`src/rtl/adaptive_phase_scheduler.sv`:
```
// adaptive_phase_scheduler: busiest-direction traffic scheduler with queue-scaled green time.
// Define STARVATION_GUARD_EN to force service of directions skipped MAX_SKIP times.
module adaptive_phase_scheduler #(
    parameter int NUM_DIRS      = 4,
    parameter int LANES_PER_DIR = 2,
    parameter int COUNT_W       = 8,
    parameter int TIME_W        = 7,
    parameter int BASE_GREEN    = 20,
    parameter int MAX_GREEN     = 60,
    parameter int GREEN_SHIFT   = 2,
    parameter int YELLOW_TIME   = 3,
    parameter int ALL_RED_TIME  = 1,
    parameter int MAX_SKIP      = 3
) (
    input  logic                                      clk,
    input  logic                                      rst_n,
    input  logic                                      tick,
    input  logic                                      en,
    input  logic [NUM_DIRS*LANES_PER_DIR*COUNT_W-1:0] lane_count,
    output logic [NUM_DIRS*LANES_PER_DIR-1:0]         lane_green,
    output logic [NUM_DIRS*LANES_PER_DIR-1:0]         lane_yellow,
    output logic [1:0]                                phase,
    output logic [$clog2(NUM_DIRS)-1:0]               active_dir,
    output logic [TIME_W-1:0]                         timer_val,
    output logic                                      phase_done
);
    localparam int NL    = NUM_DIRS * LANES_PER_DIR;
    localparam int DIR_W = $clog2(NUM_DIRS);
    localparam int SUM_W = COUNT_W + $clog2(LANES_PER_DIR);
    localparam int GW    = SUM_W + TIME_W + 1;

    typedef enum logic [1:0] {ALL_RED = 2'b00, GREEN = 2'b01, YELLOW = 2'b10} state_t;

    state_t             r_state;
    logic [TIME_W-1:0]  r_timer;
    logic [DIR_W-1:0]   r_dir;
    logic               r_prev_valid;
    logic [NL-1:0]      r_green;
    logic [NL-1:0]      r_yellow;
    logic               r_done;

    logic [SUM_W-1:0]   w_sum [NUM_DIRS];
    logic [NUM_DIRS-1:0] w_elig;
    logic [SUM_W-1:0]   w_best;
    logic               w_found;
    logic [DIR_W-1:0]   w_max_dir;
    logic [DIR_W-1:0]   w_next_dir;
    logic [DIR_W-1:0]   w_sel_max;
    logic [DIR_W-1:0]   w_sel;
    logic [SUM_W-1:0]   w_sel_sum;
    logic [GW-1:0]      w_green_wide;
    logic [TIME_W-1:0]  w_green_time;
    logic [NL-1:0]      w_mask_sel;
    logic [NL-1:0]      w_mask_act;
    logic               w_step;

    always_comb begin
        for (int d = 0; d < NUM_DIRS; d++) begin
            w_sum[d] = '0;
            for (int l = 0; l < LANES_PER_DIR; l++)
                w_sum[d] = w_sum[d] + SUM_W'(lane_count[(d*LANES_PER_DIR+l)*COUNT_W +: COUNT_W]);
            w_elig[d] = !(r_prev_valid && r_dir == DIR_W'(d));
        end
    end

    // Strict '>' keeps the lowest index on ties.
    always_comb begin
        w_best    = '0;
        w_found   = 1'b0;
        w_max_dir = '0;
        for (int d = 0; d < NUM_DIRS; d++)
            if (w_elig[d] && (!w_found || w_sum[d] > w_best)) begin
                w_found   = 1'b1;
                w_best    = w_sum[d];
                w_max_dir = DIR_W'(d);
            end
    end

    assign w_next_dir = (r_dir == DIR_W'(NUM_DIRS-1)) ? '0 : r_dir + 1'b1;
    assign w_sel_max  = (w_best == '0) ? w_next_dir : w_max_dir;

`ifdef STARVATION_GUARD_EN
    localparam int SKW = $clog2(MAX_SKIP+1);
    logic [SKW-1:0]   r_skip [NUM_DIRS];
    logic             w_forced;
    logic [DIR_W-1:0] w_force_dir;

    always_comb begin
        w_forced    = 1'b0;
        w_force_dir = '0;
        for (int d = NUM_DIRS-1; d >= 0; d--)
            if (w_elig[d] && r_skip[d] == SKW'(MAX_SKIP)) begin
                w_forced    = 1'b1;
                w_force_dir = DIR_W'(d);
            end
    end

    assign w_sel = w_forced ? w_force_dir : w_sel_max;

    always_ff @(posedge clk or negedge rst_n) begin
        if (!rst_n) begin
            for (int d = 0; d < NUM_DIRS; d++) r_skip[d] <= '0;
        end else if (w_step && r_state == ALL_RED) begin
            for (int d = 0; d < NUM_DIRS; d++)
                if (w_sel == DIR_W'(d))
                    r_skip[d] <= '0;
                else if (w_elig[d] && w_sum[d] != '0 && r_skip[d] != SKW'(MAX_SKIP))
                    r_skip[d] <= r_skip[d] + 1'b1;
        end
    end
`else
    assign w_sel = w_sel_max;
`endif

    assign w_sel_sum    = w_sum[w_sel];
    assign w_green_wide = GW'(BASE_GREEN) + GW'(w_sel_sum >> GREEN_SHIFT);
    assign w_green_time = (w_green_wide > GW'(MAX_GREEN)) ? TIME_W'(MAX_GREEN) : w_green_wide[TIME_W-1:0];

    always_comb begin
        for (int d = 0; d < NUM_DIRS; d++)
            for (int l = 0; l < LANES_PER_DIR; l++) begin
                w_mask_sel[d*LANES_PER_DIR+l] = (w_sel == DIR_W'(d));
                w_mask_act[d*LANES_PER_DIR+l] = (r_dir == DIR_W'(d));
            end
    end

    assign w_step = tick && en && r_timer == TIME_W'(1);

    always_ff @(posedge clk or negedge rst_n) begin
        if (!rst_n) begin
            r_state      <= ALL_RED;
            r_timer      <= TIME_W'(ALL_RED_TIME);
            r_dir        <= '0;
            r_prev_valid <= 1'b0;
            r_green      <= '0;
            r_yellow     <= '0;
            r_done       <= 1'b0;
        end else begin
            r_done <= 1'b0;
            if (w_step) begin
                r_done <= 1'b1;
                case (r_state)
                    ALL_RED: begin
                        r_state      <= GREEN;
                        r_timer      <= w_green_time;
                        r_dir        <= w_sel;
                        r_prev_valid <= 1'b1;
                        r_green      <= w_mask_sel;
                        r_yellow     <= '0;
                    end
                    GREEN: begin
                        r_state  <= YELLOW;
                        r_timer  <= TIME_W'(YELLOW_TIME);
                        r_green  <= '0;
                        r_yellow <= w_mask_act;
                    end
                    default: begin
                        r_state  <= ALL_RED;
                        r_timer  <= TIME_W'(ALL_RED_TIME);
                        r_green  <= '0;
                        r_yellow <= '0;
                    end
                endcase
            end else if (tick && en) begin
                r_timer <= r_timer - 1'b1;
            end
        end
    end

    assign lane_green  = r_green;
    assign lane_yellow = r_yellow;
    assign phase       = r_state;
    assign active_dir  = r_dir;
    assign timer_val   = r_timer;
    assign phase_done  = r_done;
endmodule

```
`config.mk`:
```
export PLATFORM = sky130hd
export DESIGN_NAME = adaptive_phase_scheduler
export DESIGN_NICKNAME = d
export VERILOG_FILES = /design/src/rtl/adaptive_phase_scheduler.sv
export SDC_FILE = /design/constraint.sdc
export NUM_CORES = 1
export LEC_CHECK = 0
export ABC_AREA = 1
export ABC_CLOCK_PERIOD_IN_PS = 13310
export CORE_MARGIN = 5
export CORE_UTILIZATION = 65
export DETAILED_ROUTE_END_ITERATION = 10
export DONT_BUFFER_PORTS = 1
export PLACE_DENSITY = 0.81
export SETUP_SLACK_MARGIN = 0.2
export SYNTH_ARGS = -nofsm -noshare
export SYNTH_HDL_FRONTEND = slang
export SYNTH_SLANG_ARGS = --single-unit
```
`constraint.sdc`:
```
create_clock -name clk -period 13.31 [get_ports clk]
set_input_delay 2.662 -clock clk [delete_from_list [all_inputs] [get_ports clk]]
set_output_delay 2.662 -clock clk [all_outputs]
set_load 0.03 [all_outputs]
```
# Yosys cells after proc, flatten, opt, wreduce, memory -nomap -nowiden
# Index checks and enable logic that the tools add are counted.
# totals
ff_bits	29
output_inout_bits	28
wordCells	74
# classes
add_sub_neg	7
magnitude_cmp	5
eq_ne	8
muxes	23
bitwise_logic	1
reduce_logical	23
# op_table
cell	count
$mux W9	6
$add A8 B8 Y9	4
$gt A9 B9 Y1	3
$mux W7	3
$bmux W9 S2	1
$mux W8	2
$pmux W7 S2	1
$logic_and A1 B1 Y1	9
$logic_not A9 Y1	1
$add A5 B7 Y8 const A	1
$eq A2 B2 Y1 const B	4
$gt A8 B6 Y1 const B	1
$mux W2	4
$eq A7 B1 Y1 const B	1
$sub A7 B1 Y7 const B	1
$eq A2 B1 Y1 const B	3
$logic_not A2 Y1	3
$logic_not A1 Y1	5
$mux W1	5
$pmux W2 S2	1
$ge A3 B3 Y1 const B	1
$logic_or A1 B1 Y1	3
$not A2 Y3	1
$add A2 B1 Y2 const B	1
other kinds (2)	2

# Logic depth before layout (Yosys ltp)
# depth
word_depth	26
ltp_mapped	64
ltp_nobuf	63

# Least setup slack after synthesis
# OpenSTA, ideal clock, no wires.
# synth_path
path_kind	input to register
start	input lane_count[16]
end	register r_timer[2], in the netlist timer_val[2]
setup_ps	122
arrival_time_ps	8595
t_required_ps	13188
slack_ps	4594
cell_stages	58
n_path_buf	3
path_cell_list	ha_1 fa_1 nand3_1 nand3_1 a31oi_1 inv_1 ha_1 nand2_1 inv_2 nand2_2 nor2_2 nand2_1 nand2_1 nand2_1 nand2_2 buf_6 nand3_1 and2_1 (+22 left out) nand2_4 buf_8 nand2_2 nand2_2 nand2_2 nand2_4 ha_1 inv_1 nand2_1 nand2_2 nor2_1 nand2_1 nand2_1 nand2_2 nand2_2 nand2_1 nand2_1 a21oi_2
# synth_between
elab_chain_len	24
word_cells_on_any_way	31
# synth_rtl
element	line_no	text
start, declared	19	input logic [NUM_DIRS*LANES_PER_DIR*COUNT_W-1:0] lane_count,
$add A8 B8 Y9 *	61	w_sum[d] = w_sum[d] + SUM_W'(lane_count[(d*LANES_PER_DIR+l)*COUNT_W +: COUNT_W]);
$gt A9 B9 Y1	72	if (w_elig[d] && (!w_found || w_sum[d] > w_best)) begin
$logic_or A1 B1 Y1	72	
$logic_and A1 B1 Y1	72	
$mux W9 or $mux W1 (tied branches)	72	
$gt A9 B9 Y1 or $logic_not A1 Y1 (tied branches)	72	
$logic_or A1 B1 Y1	72	
$logic_and A1 B1 Y1	72	
(+7 left out)	-	
$not A2 Y3 (implied by the code)	115	assign w_sel_sum = w_sum[w_sel];
$bmux W9 S2 *	115	
$mux W9 (implied by the code) * (2 in a row)	115	
$add A5 B7 Y8 *	116	assign w_green_wide = GW'(BASE_GREEN) + GW'(w_sel_sum >> GREEN_SHIFT);
$gt A8 B6 Y1	117	assign w_green_time = (w_green_wide > GW'(MAX_GREEN)) ? TIME_W'(MAX_GREEN) : w_green_wide[TIME_W-1:0];
$mux W7 *	117	
$pmux W7 S2 *	142	case (r_state)
$mux W7 *	140	if (w_step) begin
end signal, assigned	132	r_timer <= TIME_W'(ALL_RED_TIME);
end signal, assigned	145	r_timer <= w_green_time;
end signal, assigned	153	r_timer <= TIME_W'(YELLOW_TIME);
end, declared	35	logic [TIME_W-1:0] r_timer;
# Every way passes the cells marked *; elsewhere a longest branch is shown, timed or not. The select of a mux whose other input is x is not followed.
# A chain may end at the register's enable or synchronous reset.

# Final worst setup path
# layout_path
start	input lane_count[16]
end	register r_timer[0], in the netlist timer_val[0]
# The elaborated chain is that of the path after synthesis.

==> impl_metrics.json <==
{
  "status": "complete, no violations",
  "cts_hold_buf": 0,
  "rows": 29,
  "cts.repair.resized": 0,
  "cp_top_family": "simple AND/OR/NAND/NOR gates",
  "crit_path_start_kind": "primary input",
  "arrival_ps": 9710,
  "max_freq_mhz": 105,
  "fin_crit_sh": 0.715,
  "setup_viol": 0,
  "gp_congestion": 0.980,
  "yosysMostFrequentCell": "nand2_1",
  "htree_levels": 1,
  "worst_path_most_repeated_cell": "nand2_1",
  "start_util": 0.668,
  "drtIter0Drc": 293,
  "tightest_slew_ps": 640,
  "final_area_um2": 4250,
  "syn_area_um2": 4220,
  "dieWidth_um": 90.6,
  "ir_drop_mv": 0.126,
  "synth_commonest_cells": "nand2_1 (169), inv_1 (89), ha_1 (67)",
  "multi_input_area_um2": 3210,
  "holdCritStartpoint": "r_prev_valid",
  "max_stage_delay_ps": 430,
  "diodes": 0,
  "drive_gt1_frac": 0.113,
  "reg2regPathDepth": 55,
  "yosysWarnings": 0,
  "remaining_drc_errors": 0,
  "clock-root-buffer": "clkbuf_8",
  "synthToLayoutAreaGrowth_pct": 0.742,
  "yosys_most_used_dff": "dfrtp_1",
  "critical_path.endpoint_type": "register",
  "post-cts-setup-buffers": 0,
  "cp_slowest_cell": "fa_1",
  "antenna_found_initial": 0,
  "syn_area_per_cell_um2": 6.63,
  "dr.pass1.iters": 6,
  "nets": 766,
  "rsz0062_at_grt": "false",
  "dpl.cell_count": 699,
  "synth_seq_cells": 21,
  "maxCapViolCount": 0,
  "synthArstFlopShare": 1.00,
  "instances_no_fill": 703,
  "power_density_nw_per_um2": 159,
  "r2r_start": "active_dir[0]",
  "wire_per_inst_um": 14.0,
  "rr_endpoint": "timer_val[0]",
  "synth_area_leader_cell": "ha_1",
  "synthDistinctLibCells": 49,
  "hold_viol": 0,
  "fill_cells": 589,
  "grt_pass1_wl_mm": 16.5,
  "power.leakage_nw": 2.36,
  "required_ps": 13500,
  "hpwl_mm": 8.64,
  "critPathKind": "primary input to register",
  "io_pins": 96,
  "worstHoldPathCells": 2,
  "synthDominantCellAreaShare": 0.199,
  "gr-total-overflow": 0,
  "cp_max_fo": 13,
  "postRouteAntennaNets": 0,
  "reg2reg_slack_ps": 5810,
  "clkTransAtPathRegs_ps": 70,
  "synth-edff-count": 0,
  "synth_area_leaders": "ha_1 (20%), nand2_1 (15%), dfrtp_1 (12%), inv_1 (7.9%), nand3_1 (5.6%)",
  "fp.dieH_um": 90.6,
  "io_buffers": 0,
  "synth_fp_nets": 775,
  "clk_path_buf_depth": 2,
  "fin_tns_setup_ps": 0,
  "vias": 4049,
  "hold_path_class": "register to register",
  "crit_buf_inv": 5,
  "slew_violations": 0,
  "clock_latency_ps": 260,
  "grtUsageTotal": 0.233,
  "syn_inst": 636,
  "dpl_cell_area_um2": 4200,
  "cts.sinks": 21,
  "cts_made_buffers": 3,
  "vias_per_cell": 5.76,
  "skew_ps": 0.682,
  "period_needed_ps": 9520,
  "grt_pass1_vias": 3853,
  "min_to": "r_prev_valid",
  "cts_tree": "done",
  "wirelength_mm": 9.87,
  "slew_headroom": 0.569,
  "grt_start_max_net_pins": 22,
  "seqCellArea_um2": 527,
  "core_area_um2": 6310,
  "dieArea_um2": 8200,
  "yosysSeqAreaShare": 0.125
}
[through the flow]
| stage | setup WS [ps] | util | hold slack [ps] | total power, mW |
|---|---|---|---|---|
| after floorplan | 4590 | - | 506 | 0.546 |
| after global placement | 3770 | 0.665 | 571 | 0.613 |
| after detailed placement | 3620 | 0.665 | 561 | 0.628 |
| after CTS | 3860 | 0.673 | 580 | 0.673 |
| after global routing | 3060 | 0.673 | 640 | 0.754 |
| final | 3790 | 0.673 | 581 | 0.675 |
[how the worst max path moves through the flow]
stage	endpoint	cells after the start	startpoint
floorplan	timer_val[2]	58	lane_count[16]
global placement	timer_val[4]	55	lane_count[16]
detailed placement	timer_val[0]	55	lane_count[16]
CTS	timer_val[0]	57	lane_count[16]
global route	timer_val[0]	56	lane_count[16]
finish	timer_val[0]	55	lane_count[16]
[layer usage]
layer	track usage	share of wire	wire length [µm]
met1	0.294	0.44	4320
met3	0.0325	0.052	512
met4	0.0658	0.016	162
met5	0	0	0
met2	0.410	0.49	4870
[kinds of logic after synthesis]
family / synth area share
AOI/OAI and AO/OA: 0.115
xor gates and xnor gates: 0.0454
adders and majority gates: 0.218
buffers and inverters: 0.114
DFF: 0.125
and+or+nand+nor: 0.382
[registers in the layout, summed over array words and instances, names as in the netlist]
signal / cells
timer_val: 7
lane_yellow: 4
lane_green: 4
active_dir: 2
phase_done: 1
phase: 2
r_prev_valid: 1
[cell type report]
| class | count | share of cell area |
|---|---|---|
| clock buffers | 3 | 0.00972 |
| clock inverters | 1 | 0.00177 |
| inverters | 98 | 0.0866 |
| multi-input cells | 503 | 0.755 |
| flip-flops and latches | 21 | 0.124 |
| well taps | 77 | 0.0227 |
[cell usage in the layout, fill, tap and decap left out, drive strengths merged, types with 2 or more instances in the layout]
cell type and n:
o211ai 3, nor2 43, nand3b 7, nand4 11
a31oi 2, a21oi 37, inv 98, nor3 5
nor4 2, a32o 3, xor2 18, o21ai 21
nand2 197, xnor2 3, fa 4, o21bai 2
and2 5, or2 2, clkbuf 3, a21o 3
ha 67, nand3 60, dfrtp 20
[power breakdown]
group          internal, mW  switching (mW)  leakage [nW]  total, mW
clock network        0.0211          0.0203        0.0217     0.0415
registers            0.0726          0.0332         0.252      0.106
logic                 0.187           0.341          2.09      0.528
[worst register-to-register path, delay by kind of cell (launching register included)]
| kind | cells | cell delay [ps] |
|---|---|---|
| AOI/OAI and AO/OA | 7 | 870 |
| adders and majority gates | 5 | 1270 |
| buffers and inverters | 7 | 730 |
| DFF | 1 | 590 |
| and+or+nand+nor | 36 | 3970 |
Note: power is estimated with default switching activity, not from simulation.
